`src/rtl/multicycle_control_fsm_pkg.sv`:
```
// multicycle_control_fsm_pkg: state encodings, opcodes and control codes shared by the control path
package multicycle_control_fsm_pkg;

    typedef enum logic [3:0] {
        S_FETCH,
        S_DECODE,
        S_MEMADR,
        S_MEMREAD,
        S_MEMWB,
        S_MEMWRITE,
        S_EXECR,
        S_ALUWB,
        S_EXECI,
        S_JAL,
        S_BEQ,
        S_TRAP
    } state_t;

    localparam logic [6:0] OP_LW  = 7'b0000011;
    localparam logic [6:0] OP_SW  = 7'b0100011;
    localparam logic [6:0] OP_R   = 7'b0110011;
    localparam logic [6:0] OP_I   = 7'b0010011;
    localparam logic [6:0] OP_JAL = 7'b1101111;
    localparam logic [6:0] OP_BEQ = 7'b1100011;

    localparam logic [1:0] ALUOP_ADD  = 2'b00;
    localparam logic [1:0] ALUOP_SUB  = 2'b01;
    localparam logic [1:0] ALUOP_FUNC = 2'b10;

    localparam logic [1:0] IMM_I = 2'b00;
    localparam logic [1:0] IMM_S = 2'b01;
    localparam logic [1:0] IMM_B = 2'b10;
    localparam logic [1:0] IMM_J = 2'b11;

endpackage

```
`src/rtl/multicycle_control_fsm_imm_src_decoder.sv`:
```
// imm_src_decoder: selects the immediate format from the opcode; R-type and unknown ops fall back to I-type
module imm_src_decoder
    import multicycle_control_fsm_pkg::*;
(
    input  logic [6:0] op,
    output logic [1:0] ImmSrc
);

    // opcode to immediate format
    always_comb begin
        ImmSrc = op == OP_SW  ? IMM_S :
                 op == OP_BEQ ? IMM_B :
                 op == OP_JAL ? IMM_J : IMM_I;
    end

endmodule

```
`src/rtl/multicycle_control_fsm.sv`:
```
// multicycle_control_fsm: main sequencer of the multi-cycle RV32I core with memory handshake, trap and retire counter
module multicycle_control_fsm
    import multicycle_control_fsm_pkg::*;
#(
    parameter int CNT_W = 32
) (
    input  logic             clk,
    input  logic             reset,
    input  logic [6:0]       op,
    input  logic             Zero,
    input  logic             MemReady,
    output logic             PCWrite,
    output logic             AdrSrc,
    output logic             MemWrite,
    output logic             IRWrite,
    output logic             RegWrite,
    output logic [1:0]       ResultSrc,
    output logic [1:0]       ALUSrcA,
    output logic [1:0]       ALUSrcB,
    output logic [1:0]       ALUop,
    output logic [1:0]       ImmSrc,
    output logic             Illegal,
    output logic [CNT_W-1:0] InstrCount
);

    state_t state, state_nx;
    logic   retire;

    imm_src_decoder u_imm (
        .op     (op),
        .ImmSrc (ImmSrc)
    );

    // state register
    always_ff @(posedge clk) begin
        if (reset) state <= S_FETCH;
        else       state <= state_nx;
    end

    // retired-instruction counter; an abandoned instruction never retires because reset wins
    always_ff @(posedge clk) begin
        if (reset)       InstrCount <= '0;
        else if (retire) InstrCount <= InstrCount + CNT_W'(1);
    end

    // next state and retire condition
    always_comb begin
        state_nx = S_TRAP;
        retire   = 1'b0;
        case (state)
            S_FETCH:    state_nx = MemReady ? S_DECODE : S_FETCH;
            S_DECODE:   state_nx = (op == OP_LW || op == OP_SW) ? S_MEMADR :
                                   op == OP_R   ? S_EXECR :
                                   op == OP_I   ? S_EXECI :
                                   op == OP_JAL ? S_JAL   :
                                   op == OP_BEQ ? S_BEQ   : S_TRAP;
            S_MEMADR:   state_nx = op == OP_LW ? S_MEMREAD : S_MEMWRITE;
            S_MEMREAD:  state_nx = MemReady ? S_MEMWB : S_MEMREAD;
            S_MEMWRITE: begin
                state_nx = MemReady ? S_FETCH : S_MEMWRITE;
                retire   = MemReady;
            end
            S_EXECR, S_EXECI, S_JAL: state_nx = S_ALUWB;
            S_ALUWB, S_MEMWB, S_BEQ: begin
                state_nx = S_FETCH;
                retire   = 1'b1;
            end
            default:    state_nx = S_TRAP;
        endcase
    end

    // Moore output decode; write strobes are suppressed while reset is held
    always_comb begin
        PCWrite   = 1'b0;
        AdrSrc    = 1'b0;
        MemWrite  = 1'b0;
        IRWrite   = 1'b0;
        RegWrite  = 1'b0;
        ResultSrc = 2'b00;
        ALUSrcA   = 2'b00;
        ALUSrcB   = 2'b00;
        ALUop     = ALUOP_ADD;
        Illegal   = 1'b0;
        case (state)
            S_FETCH: begin
                ALUSrcB   = 2'b10;
                ResultSrc = 2'b10;
                IRWrite   = MemReady;
                PCWrite   = MemReady;
            end
            S_DECODE: begin
                ALUSrcA = 2'b01;
                ALUSrcB = 2'b01;
            end
            S_MEMADR: begin
                ALUSrcA = 2'b10;
                ALUSrcB = 2'b01;
            end
            S_MEMREAD:  AdrSrc = 1'b1;
            S_MEMWB: begin
                ResultSrc = 2'b01;
                RegWrite  = 1'b1;
            end
            S_MEMWRITE: begin
                AdrSrc   = 1'b1;
                MemWrite = 1'b1;
            end
            S_EXECR: begin
                ALUSrcA = 2'b10;
                ALUop   = ALUOP_FUNC;
            end
            S_EXECI: begin
                ALUSrcA = 2'b10;
                ALUSrcB = 2'b01;
                ALUop   = ALUOP_FUNC;
            end
            S_ALUWB:    RegWrite = 1'b1;
            S_JAL: begin
                ALUSrcA = 2'b01;
                ALUSrcB = 2'b10;
                PCWrite = 1'b1;
            end
            S_BEQ: begin
                ALUSrcA = 2'b10;
                ALUop   = ALUOP_SUB;
                PCWrite = Zero;
            end
            S_TRAP:     Illegal = 1'b1;
            default:    Illegal = 1'b0;
        endcase
        if (reset) begin
            PCWrite  = 1'b0;
            IRWrite  = 1'b0;
            MemWrite = 1'b0;
            RegWrite = 1'b0;
        end
    end

endmodule

```
`config.mk`:
```
export PLATFORM = sky130hd
export DESIGN_NAME = multicycle_control_fsm
export DESIGN_NICKNAME = d
export VERILOG_FILES = /design/src/rtl/multicycle_control_fsm_pkg.sv /design/src/rtl/multicycle_control_fsm_imm_src_decoder.sv /design/src/rtl/multicycle_control_fsm.sv
export SDC_FILE = /design/constraint.sdc
export NUM_CORES = 1
export LEC_CHECK = 0
export BUFFER_PORTS_ARGS = -buffer_cell sky130_fd_sc_hd__buf_4
export CORE_MARGIN = 3
export CORE_UTILIZATION = 56
export CTS_CLUSTER_SIZE = 8
export DETAILED_ROUTE_END_ITERATION = 10
export PLACE_DENSITY_LB_ADDON = 0.05
export SYNTH_ARGS = -nofsm -noshare
export SYNTH_HDL_FRONTEND = slang
export SYNTH_HIERARCHICAL = 1
export SYNTH_SLANG_ARGS = --single-unit
```
`constraint.sdc`:
```
create_clock -name clk -period 2.85 [get_ports clk]
set_input_delay 0.1425 -clock clk [delete_from_list [all_inputs] [get_ports clk]]
set_output_delay 0.1425 -clock clk [all_outputs]
set_load 0.02 [all_outputs]
```
* After elaboration in Yosys (flattened, before gate mapping)
Index checks and enable logic that the tools add are counted.
** Operators by class
- Equal/unequal tests :: 17
- Reductions and logical operators :: 11
- Multiplexer cells :: 28
- Add/sub/neg operators :: 1
** Operators with widths (count)
- $add A32 B1 Y32 const B :: 1
- $pmux W4 S7 :: 1
- $eq A4 B3 Y1 const B :: 4
- $eq A4 B4 Y1 const B :: 4
- $pmux W2 S2 :: 4
- $eq A7 B6 Y1 const B :: 2
- $eq A7 B7 Y1 const B :: 2
- $mux W1 :: 11
- $mux W2 :: 5
- $reduce_or A2 Y1 :: 5
- $mux W3 :: 3
- $reduce_or A3 Y1 :: 3
- $eq A4 B2 Y1 const B :: 2
- $mux W4 :: 2
- $eq A7 B2 Y1 const B :: 1
- $eq A7 B5 Y1 const B :: 1
- $eq A4 B1 Y1 const B :: 1
- $logic_not A4 Y1 :: 1
- $reduce_or A4 Y1 :: 1
- $pmux W1 S3 :: 1
- $pmux W1 S2 :: 1
- $logic_or A1 B1 Y1 :: 1
** Word-level totals
- Output and inout port bits :: 48
- Bits of input ports :: 11
- Logic and storage cells :: 59
- Register bits after elaboration :: 36

* Logic depth before layout (Yosys ltp)
Gate-level depths: netlist of the first run.
- Depth after elaboration :: 7
- Depth in mapped cells :: 7
- Gate-level depth less buffers :: 6

* Modules after synthesis
Netlist of the first run, hierarchy kept.
** By module, submodules not included
- multicycle_control_fsm :: area each 2104.5 um^2, cells each 267, seq. area each 720.7 um^2, times used 1
- imm_src_decoder :: area each 41.3 um^2, cells each 6, seq. area each 0.0 um^2, times used 1

* Worst setup path after synthesis of the first run
Ideal clock, no wire load.
- Path type :: register to output
- Start point :: register state[1]
- End point :: output PCWrite
- Arrival time :: 1875 ps
- Slack :: 833 ps
- Stages on the path, launching flop included :: 5
- Data required time :: 2707 ps
- Path buffers :: 1
- Path through :: dfxtp_1 > clkbuf_1 > nor2_1 > a211oi_1 > a2111oi_0
** On the way
- Cells in the longest elaborated chain, start to end :: 3
- Elaborated cells between the ends (all ways) :: 5
- Those cells by class :: eq/ne (2); mux (2); reduce/logical (1)
** RTL lines
- start, declared :: line multicycle_control_fsm.sv:26 : state_t state, state_nx;
- start signal, assigned :: line multicycle_control_fsm.sv:37 : else state <= state_nx;
- $eq A4 B4 Y1 / $logic_not A4 Y1 (equally long branches) :: line multicycle_control_fsm.sv:84 : case (state)
- $pmux W1 S3 (*) :: line multicycle_control_fsm.sv:84
- $mux W1 (*) :: line multicycle_control_fsm.sv:131 : if (reset) begin
- end, declared :: line multicycle_control_fsm.sv:12 : output logic PCWrite,
Mark *: on every way between the ends. The rest lies on a longest branch, timed or not.

* Worst setup path in the final report of the first run
- Start point :: register state[0]
- End point :: register InstrCount[20]
** On the way
- Cells in the longest elaborated chain, start to end :: 3
- Elaborated cells between the ends (all ways) :: 6
- Those cells by class :: eq/ne (4); mux (1); reduce/logical (1)
** RTL lines
- $eq A4 B4 Y1 / $eq A4 B3 Y1 (equally long branches) :: line multicycle_control_fsm.sv:50 : case (state)
- $reduce_or A3 Y1 :: line multicycle_control_fsm.sv:50
- $pmux W1 S2 (*) :: line multicycle_control_fsm.sv:50
- end signal, assigned :: line multicycle_control_fsm.sv:43 : else if (retire) InstrCount <= InstrCount + CNT_W'(1);
- end, declared :: line multicycle_control_fsm.sv:23 : output logic [CNT_W-1:0] InstrCount
Marks and branches as above.
A chain may end at the register's enable or synchronous reset.

==> impl_metrics.env, run 1 <==
export IMPL_status="finished clean"
export IMPL_drive_gt1_frac=0.229
export IMPL_ff2ff_path_depth=5
export IMPL_post_cts_resized=0
export IMPL_mostFrequentLayoutCell="buf_4"
export IMPL_setup_viol=0
export IMPL_rsz0062_at_grt="no"
export IMPL_gp_congestion=0.836
export IMPL_netlist_area_mm2=0.00215
export IMPL_cp_startpoint="state[0]$_SDFF_PP0_"
export IMPL_crit_path_cell_trace="nand2b_1 -> a31o_2 -> nand3_4 -> or4_1 -> a21oi_1"
export IMPL_crit_required_ns=3.07
export IMPL_nets=331
export IMPL_fin_crit_sh=0.787
export IMPL_worstPathArrival_ns=2.46
export IMPL_drc_errors=0
export IMPL_wl_um=5140
export IMPL_first_iter_violations=176
export IMPL_cp_slowest_cell="dfxtp_1"
export IMPL_portBuffers=58
export IMPL_hold_buffers=0
export IMPL_worstSkewPairLatency_ns=0.29
export IMPL_r2r_end="InstrCount[20]$_SDFFE_PP0P_"
export IMPL_clk_pin_slew_ns=0.06
export IMPL_maxSlewHeadroom=0.559
export IMPL_drt_first_pass_iters=4
export IMPL_grt_pass1_vias=1713
export IMPL_vdd_ir_drop_max_mv=0.362
export IMPL_final_cell_mix="buf_4 (60), dfxtp_1 (36), nor2_1 (34)"
export IMPL_fin_cells=365
export IMPL_maxSlewViolCount=0
export IMPL_grt_pass1_wl_um=8050
export IMPL_grt_antenna_before_repair=0
export IMPL_worst_path_stages=5
export IMPL_dpl_cell_count=358
export IMPL_dp_hpwl_um=3650
export IMPL_crit_end="InstrCount[20]$_SDFFE_PP0P_"
export IMPL_power_density_mw_per_mm2=593
export IMPL_ys_seq_elements=36
export IMPL_syn_nets=285
export IMPL_rrSetupSlack_ns=0.61
export IMPL_cts_htree_levels=2
export IMPL_synth_main_ff_cell="dfxtp_1"
export IMPL_drt_vias_per_instance=5.76
export IMPL_overflow=0
export IMPL_skew_ns=0.00716
export IMPL_yosysSeqAreaShare=0.336
export IMPL_rows=21
export IMPL_cts_made_buffers=5
export IMPL_yosysWarnings=6
export IMPL_clk_path_buf_depth=2
export IMPL_fp_dieW_um=67.9
export IMPL_worstHoldPathType="in -> reg"
export IMPL_path_delay_family="simple AND/OR/NAND/NOR gates"
export IMPL_power_leakage_uw=0.000964
export IMPL_n_antenna_cell=0
export IMPL_clock_root_buffer="clkbuf_8"
export IMPL_crit_buf_inv=0
export IMPL_ys_async_sr_fraction=0
export IMPL_worst_setup_path_start_kind="register"
export IMPL_area_growth_pct=22.6
export IMPL_synthCells=273
export IMPL_fp_dieH_um=67.9
export IMPL_postRouteAntennaNets=0
export IMPL_wl_per_cell_um=14.1
export IMPL_grtUsageTotal=0.226
export IMPL_fillers=301
export IMPL_fin_tns_setup_ns=0
export IMPL_avgSynthCellArea_um2=7.86
export IMPL_fin_area_mm2=0.00263
export IMPL_setup_worst_path_end_class="register"
export IMPL_synth_edf_count=0
export IMPL_cts_sinks=36
export IMPL_die_area_mm2=0.00461
export IMPL_dpl_cell_area_mm2=0.00255
export IMPL_critPathKind="reg -> reg"
export IMPL_ios=59
export IMPL_cts_setup_buffers=0
export IMPL_power_uw=1560
export IMPL_synth_distinct_cells=42
export IMPL_start_util=0.609
export IMPL_grt_max_degree=43
export IMPL_worstPathMaxFanout=23
export IMPL_period_minus_slack_ns=2.24
export IMPL_cts_tree="yes"
export IMPL_hold_viol_final=0
export IMPL_fmax_mhz=446
export IMPL_max_cap_viol_count=0
export IMPL_vias=2104
export IMPL_cpPeakStageDelay_ns=0.74
export IMPL_tightest_slew_ns=0.660
export IMPL_r2r_start="state[0]$_SDFF_PP0_"
export IMPL_core_mm2=0.00352
==> worst reg2reg max path, cell delays in order (launching register included) <==
cell and delay, ns:
dfxtp_1 0.74, nand2b_1 0.27, a31o_2 0.36, nand3_4 0.13, or4_1 0.52, a21oi_1 0.16
==> stage by stage <==
step,utilization,setup WS [ns],hold slack [ns]
floorplan,-,0.833,0.398
CTS,0.747,0.604,0.261
global route,0.747,0.445,0.289
detailed placement,0.725,0.620,0.494
global placement,0.725,0.687,0.493
finish,0.747,0.606,0.266
==> where the power goes <==
| part | leakage [uW] | switching, uW | internal [uW] | total [uW] |
|---|---|---|---|---|
| registers | 0.000291 | 101 | 532 | 634 |
| logic | 0.000632 | 337 | 251 | 588 |
| clock network | 0.0000410 | 171 | 166 | 337 |
==> logic make-up after synthesis <==
kind of cell / synth area share
AND/OR/NAND/NOR: 0.397
flip-flops: 0.336
AO/OA/AOI/OAI: 0.100
XOR/XNOR: 0.114
buffers and inverters: 0.0472
adder cells (fa/ha/maj): 0.00583
==> synthesized netlist by cell type (4+ instances only) <==
cell type | n | area [um2]
dfxtp_1 | 36 | 721
nor2_1 | 34 | 128
xnor2_1 | 18 | 158
a21oi_1 | 16 | 80.1
nand2_1 | 16 | 60.1
nand3_1 | 16 | 80.1
nor3_1 | 16 | 80.1
nor4_1 | 13 | 81.3
nand4_1 | 12 | 75.1
clkbuf_1 | 10 | 37.5
xor2_1 | 10 | 87.6
nand2b_1 | 7 | 43.8
and3_1 | 6 | 37.5
buf_2 | 5 | 25.0
o21ai_0 | 5 | 25.0
or3_1 | 5 | 31.3
and4_1 | 4 | 35.0
buf_4 | 4 | 30.0
nor2b_1 | 4 | 25.0
nor3b_1 | 4 | 30.0
==> sequential cells by signal, indices dropped and copies added, names as in the netlist <==
register    cells
InstrCount     32
state           4
==> layout make-up <==
| class | count | area [um2] | area share |
|---|---|---|---|
| clock inverters | 1 | 5.00 | 0.00190 |
| well taps | 46 | 57.6 | 0.0219 |
| clock buffers | 6 | 72.6 | 0.0276 |
| multi-input cells | 216 | 1320 | 0.503 |
| flip-flops and latches | 36 | 721 | 0.274 |
| repair buffers | 60 | 450 | 0.171 |
==> worst min path at each step <==
stage / startpoint / endpoint / cells past startpoint / slack (ns)
finish: op[4] / state[1]$_SDFF_PP0_ / 4 / 0.27
global route: reset / InstrCount[25]$_SDFFE_PP0P_ / 2 / 0.29
floorplan: op[4] / state[2]$_SDFF_PP0_ / 3 / 0.40
CTS: op[4] / state[1]$_SDFF_PP0_ / 4 / 0.26
global placement: InstrCount[1]$_SDFFE_PP0P_ / InstrCount[1]$_SDFFE_PP0P_ / 2 / 0.49
detailed placement: InstrCount[1]$_SDFFE_PP0P_ / InstrCount[1]$_SDFFE_PP0P_ / 2 / 0.49
==> metal layers <==
layer	wire length, um	global-route usage	vias to the layer above
met5	0	0	-
met4	58	0.0670	0
met3	290	0.0394	7
met2	2360	0.346	63
met1	2430	0.325	952
li1	-	-	1082
Power figures use the tool's default switching activity.
==> inputs of run 2 (changes only) <==
Settings changed: CORE_UTILIZATION 56 to 52.
Clock period 2.85 ns to 2.1 ns, I/O delays scaled along.
==> run 2 against run 1 <==
Non-clock buffer count increased by 9. Sequential share of layout area fell by 0.87 points. Clock power increased by 51%. Worst hold slack got worse by 0.041 ns. Critical endpoint is now InstrCount[26]$_SDFFE_PP0P_.
==> impl_metrics.env, run 2 (same netlist as run 1, synthesis figures left out) <==
export IMPL_wl_per_cell_um=13.8
export IMPL_fmax_mhz=532
export IMPL_fin_ws_ns=0.219
export IMPL_cts_made_buffers=5
export IMPL_vias=2198
export IMPL_cp_slowest_cell="dfxtp_1"
export IMPL_power_uw=2220
export IMPL_worst_setup_path_start_kind="register"
export IMPL_crit_path_cell_trace="and4_1 -> nand3_4 -> or3_1 -> or3_1 -> a21oi_1"
export IMPL_drive_gt1_frac=0.252
export IMPL_rows=22
export IMPL_critPathKind="reg -> reg"
export IMPL_cts_setup_buffers=0
export IMPL_max_cap_viol_count=0
export IMPL_fin_crit_sh=0.896
export IMPL_worstSkewPairLatency_ns=0.29
export IMPL_clk_path_buf_depth=2
export IMPL_power_density_mw_per_mm2=819
export IMPL_grt_antenna_before_repair=0
export IMPL_skew_ns=0.00691
export IMPL_crit_buf_inv=0
export IMPL_post_cts_resized=0
export IMPL_cts_sinks=36
export IMPL_wl_um=5190
export IMPL_hold_buffers=0
export IMPL_nets=340
export IMPL_setup_worst_path_end_class="register"
export IMPL_die_area_mm2=0.00493
export IMPL_drt_vias_per_instance=5.83
export IMPL_drt_first_pass_iters=4
export IMPL_fillers=330
export IMPL_path_delay_family="simple AND/OR/NAND/NOR gates"
export IMPL_ios=59
export IMPL_largest_register="InstrCount"
export IMPL_n_antenna_cell=0
export IMPL_area_growth_pct=26.6
export IMPL_mostFrequentLayoutCell="buf_4"
export IMPL_path_common_cell="or3_1"
export IMPL_dp_slack_ns=0.258
export IMPL_tightest_slew_ns=0.473
export IMPL_setup_viol=0
export IMPL_first_iter_violations=178
export IMPL_overflow=0
export IMPL_worstHoldPathType="in -> reg"
export IMPL_fp_dieH_um=70.2
export IMPL_largest_register_ff_count=32
export IMPL_fp_dieW_um=70.2
export IMPL_grt_pass1_wl_um=8980
export IMPL_grtUsageTotal=0.218
export IMPL_worstPathArrival_ns=2.10
export IMPL_vdd_ir_drop_max_mv=0.621
export IMPL_start_util=0.561
export IMPL_gp_congestion=0.814
export IMPL_dp_hpwl_um=3710
export IMPL_core_mm2=0.00383
export IMPL_reg_top3="InstrCount (32), state (4)"
export IMPL_crit_required_ns=2.32
export IMPL_rsz0062_at_grt="no"
export IMPL_period_minus_slack_ns=1.88
export IMPL_cts_tree="yes"
export IMPL_hold_viol_final=0
export IMPL_cpPeakStageDelay_ns=0.44
export IMPL_maxSlewViolCount=0
export IMPL_grt_pass1_vias=1998
export IMPL_grt_max_degree=43
export IMPL_status="finished clean"
export IMPL_final_cell_mix="buf_4 (69), dfxtp_1 (36), nor2_1 (34)"
export IMPL_clk_pin_slew_ns=0.07
export IMPL_postRouteAntennaNets=0
export IMPL_cts_htree_levels=2
export IMPL_rrSetupSlack_ns=0.22
export IMPL_fin_tns_setup_ns=0
export IMPL_maxSlewHeadroom=0.682
export IMPL_drc_errors=0
export IMPL_worstPathMaxFanout=8
export IMPL_clock_root_buffer="clkbuf_8"
export IMPL_power_leakage_uw=0.00101
export IMPL_portBuffers=58
[run 2: cell types whose count changed in the layout (fill, tap and decap cells not counted)]
cell,change
buf_4,+9
clkbuf_8,+1
clkinv_2,-1
clkinvlp_4,+1
[run 2: metrics by stage]
| stage | std cells | cell area [um2] | utilization | hold WS, ns |
|---|---|---|---|---|
| after detailed placement | 369 | 2620 | 0.685 | 0.513 |
| after floorplan | 273 | 2150 | - | 0.360 |
| after CTS | 377 | 2720 | 0.710 | 0.221 |
| after global routing | 377 | 2720 | 0.710 | 0.246 |
| final | 377 | 2720 | 0.710 | 0.226 |
| after global placement | 369 | 2620 | 0.685 | 0.503 |
[run 2: cell type report]
type,count,area [um2],share of cell area
clock buffer,7,86.3,0.0318
clock inverter,1,7.51,0.00276
multi-input combinational,216,1320,0.487
sequential,36,721,0.265
tap,48,60.1,0.0221
timing repair buffer,69,518,0.191
[run 2: path summary, 6_finish.rpt]
path / from / end / cells past startpoint
worst max-delay path: InstrCount[11]$_SDFFE_PP0P_ / InstrCount[26]$_SDFFE_PP0P_ / 5
worst min register to register: InstrCount[1]$_SDFFE_PP0P_ / InstrCount[1]$_SDFFE_PP0P_ / 2
worst min-delay path: op[4] / state[1]$_SDFF_PP0_ / 4
worst max register to register: InstrCount[11]$_SDFFE_PP0P_ / InstrCount[26]$_SDFFE_PP0P_ / 5
[run 2: report_power, final]
part	internal (uW)	total [uW]	switching (uW)
clock	266	508	241
combinational	388	945	558
sequential	722	772	49.3
total	1380	2220	848
[run 2: layer usage]
metal	track usage	wire length (um)	vias to the layer above
met4	0.0553	62	0
met2	0.372	2490	65
met1	0.276	2360	1025
li1	-	-	1100
met5	0	0	-
met3	0.0475	273	8
[run 2: worst register-to-register path: stages (launching register included)]
cell and delay [ns]:
dfxtp_1 0.44, and4_1 0.42, nand3_4 0.17, or3_1 0.34
or3_1 0.31, a21oi_1 0.14
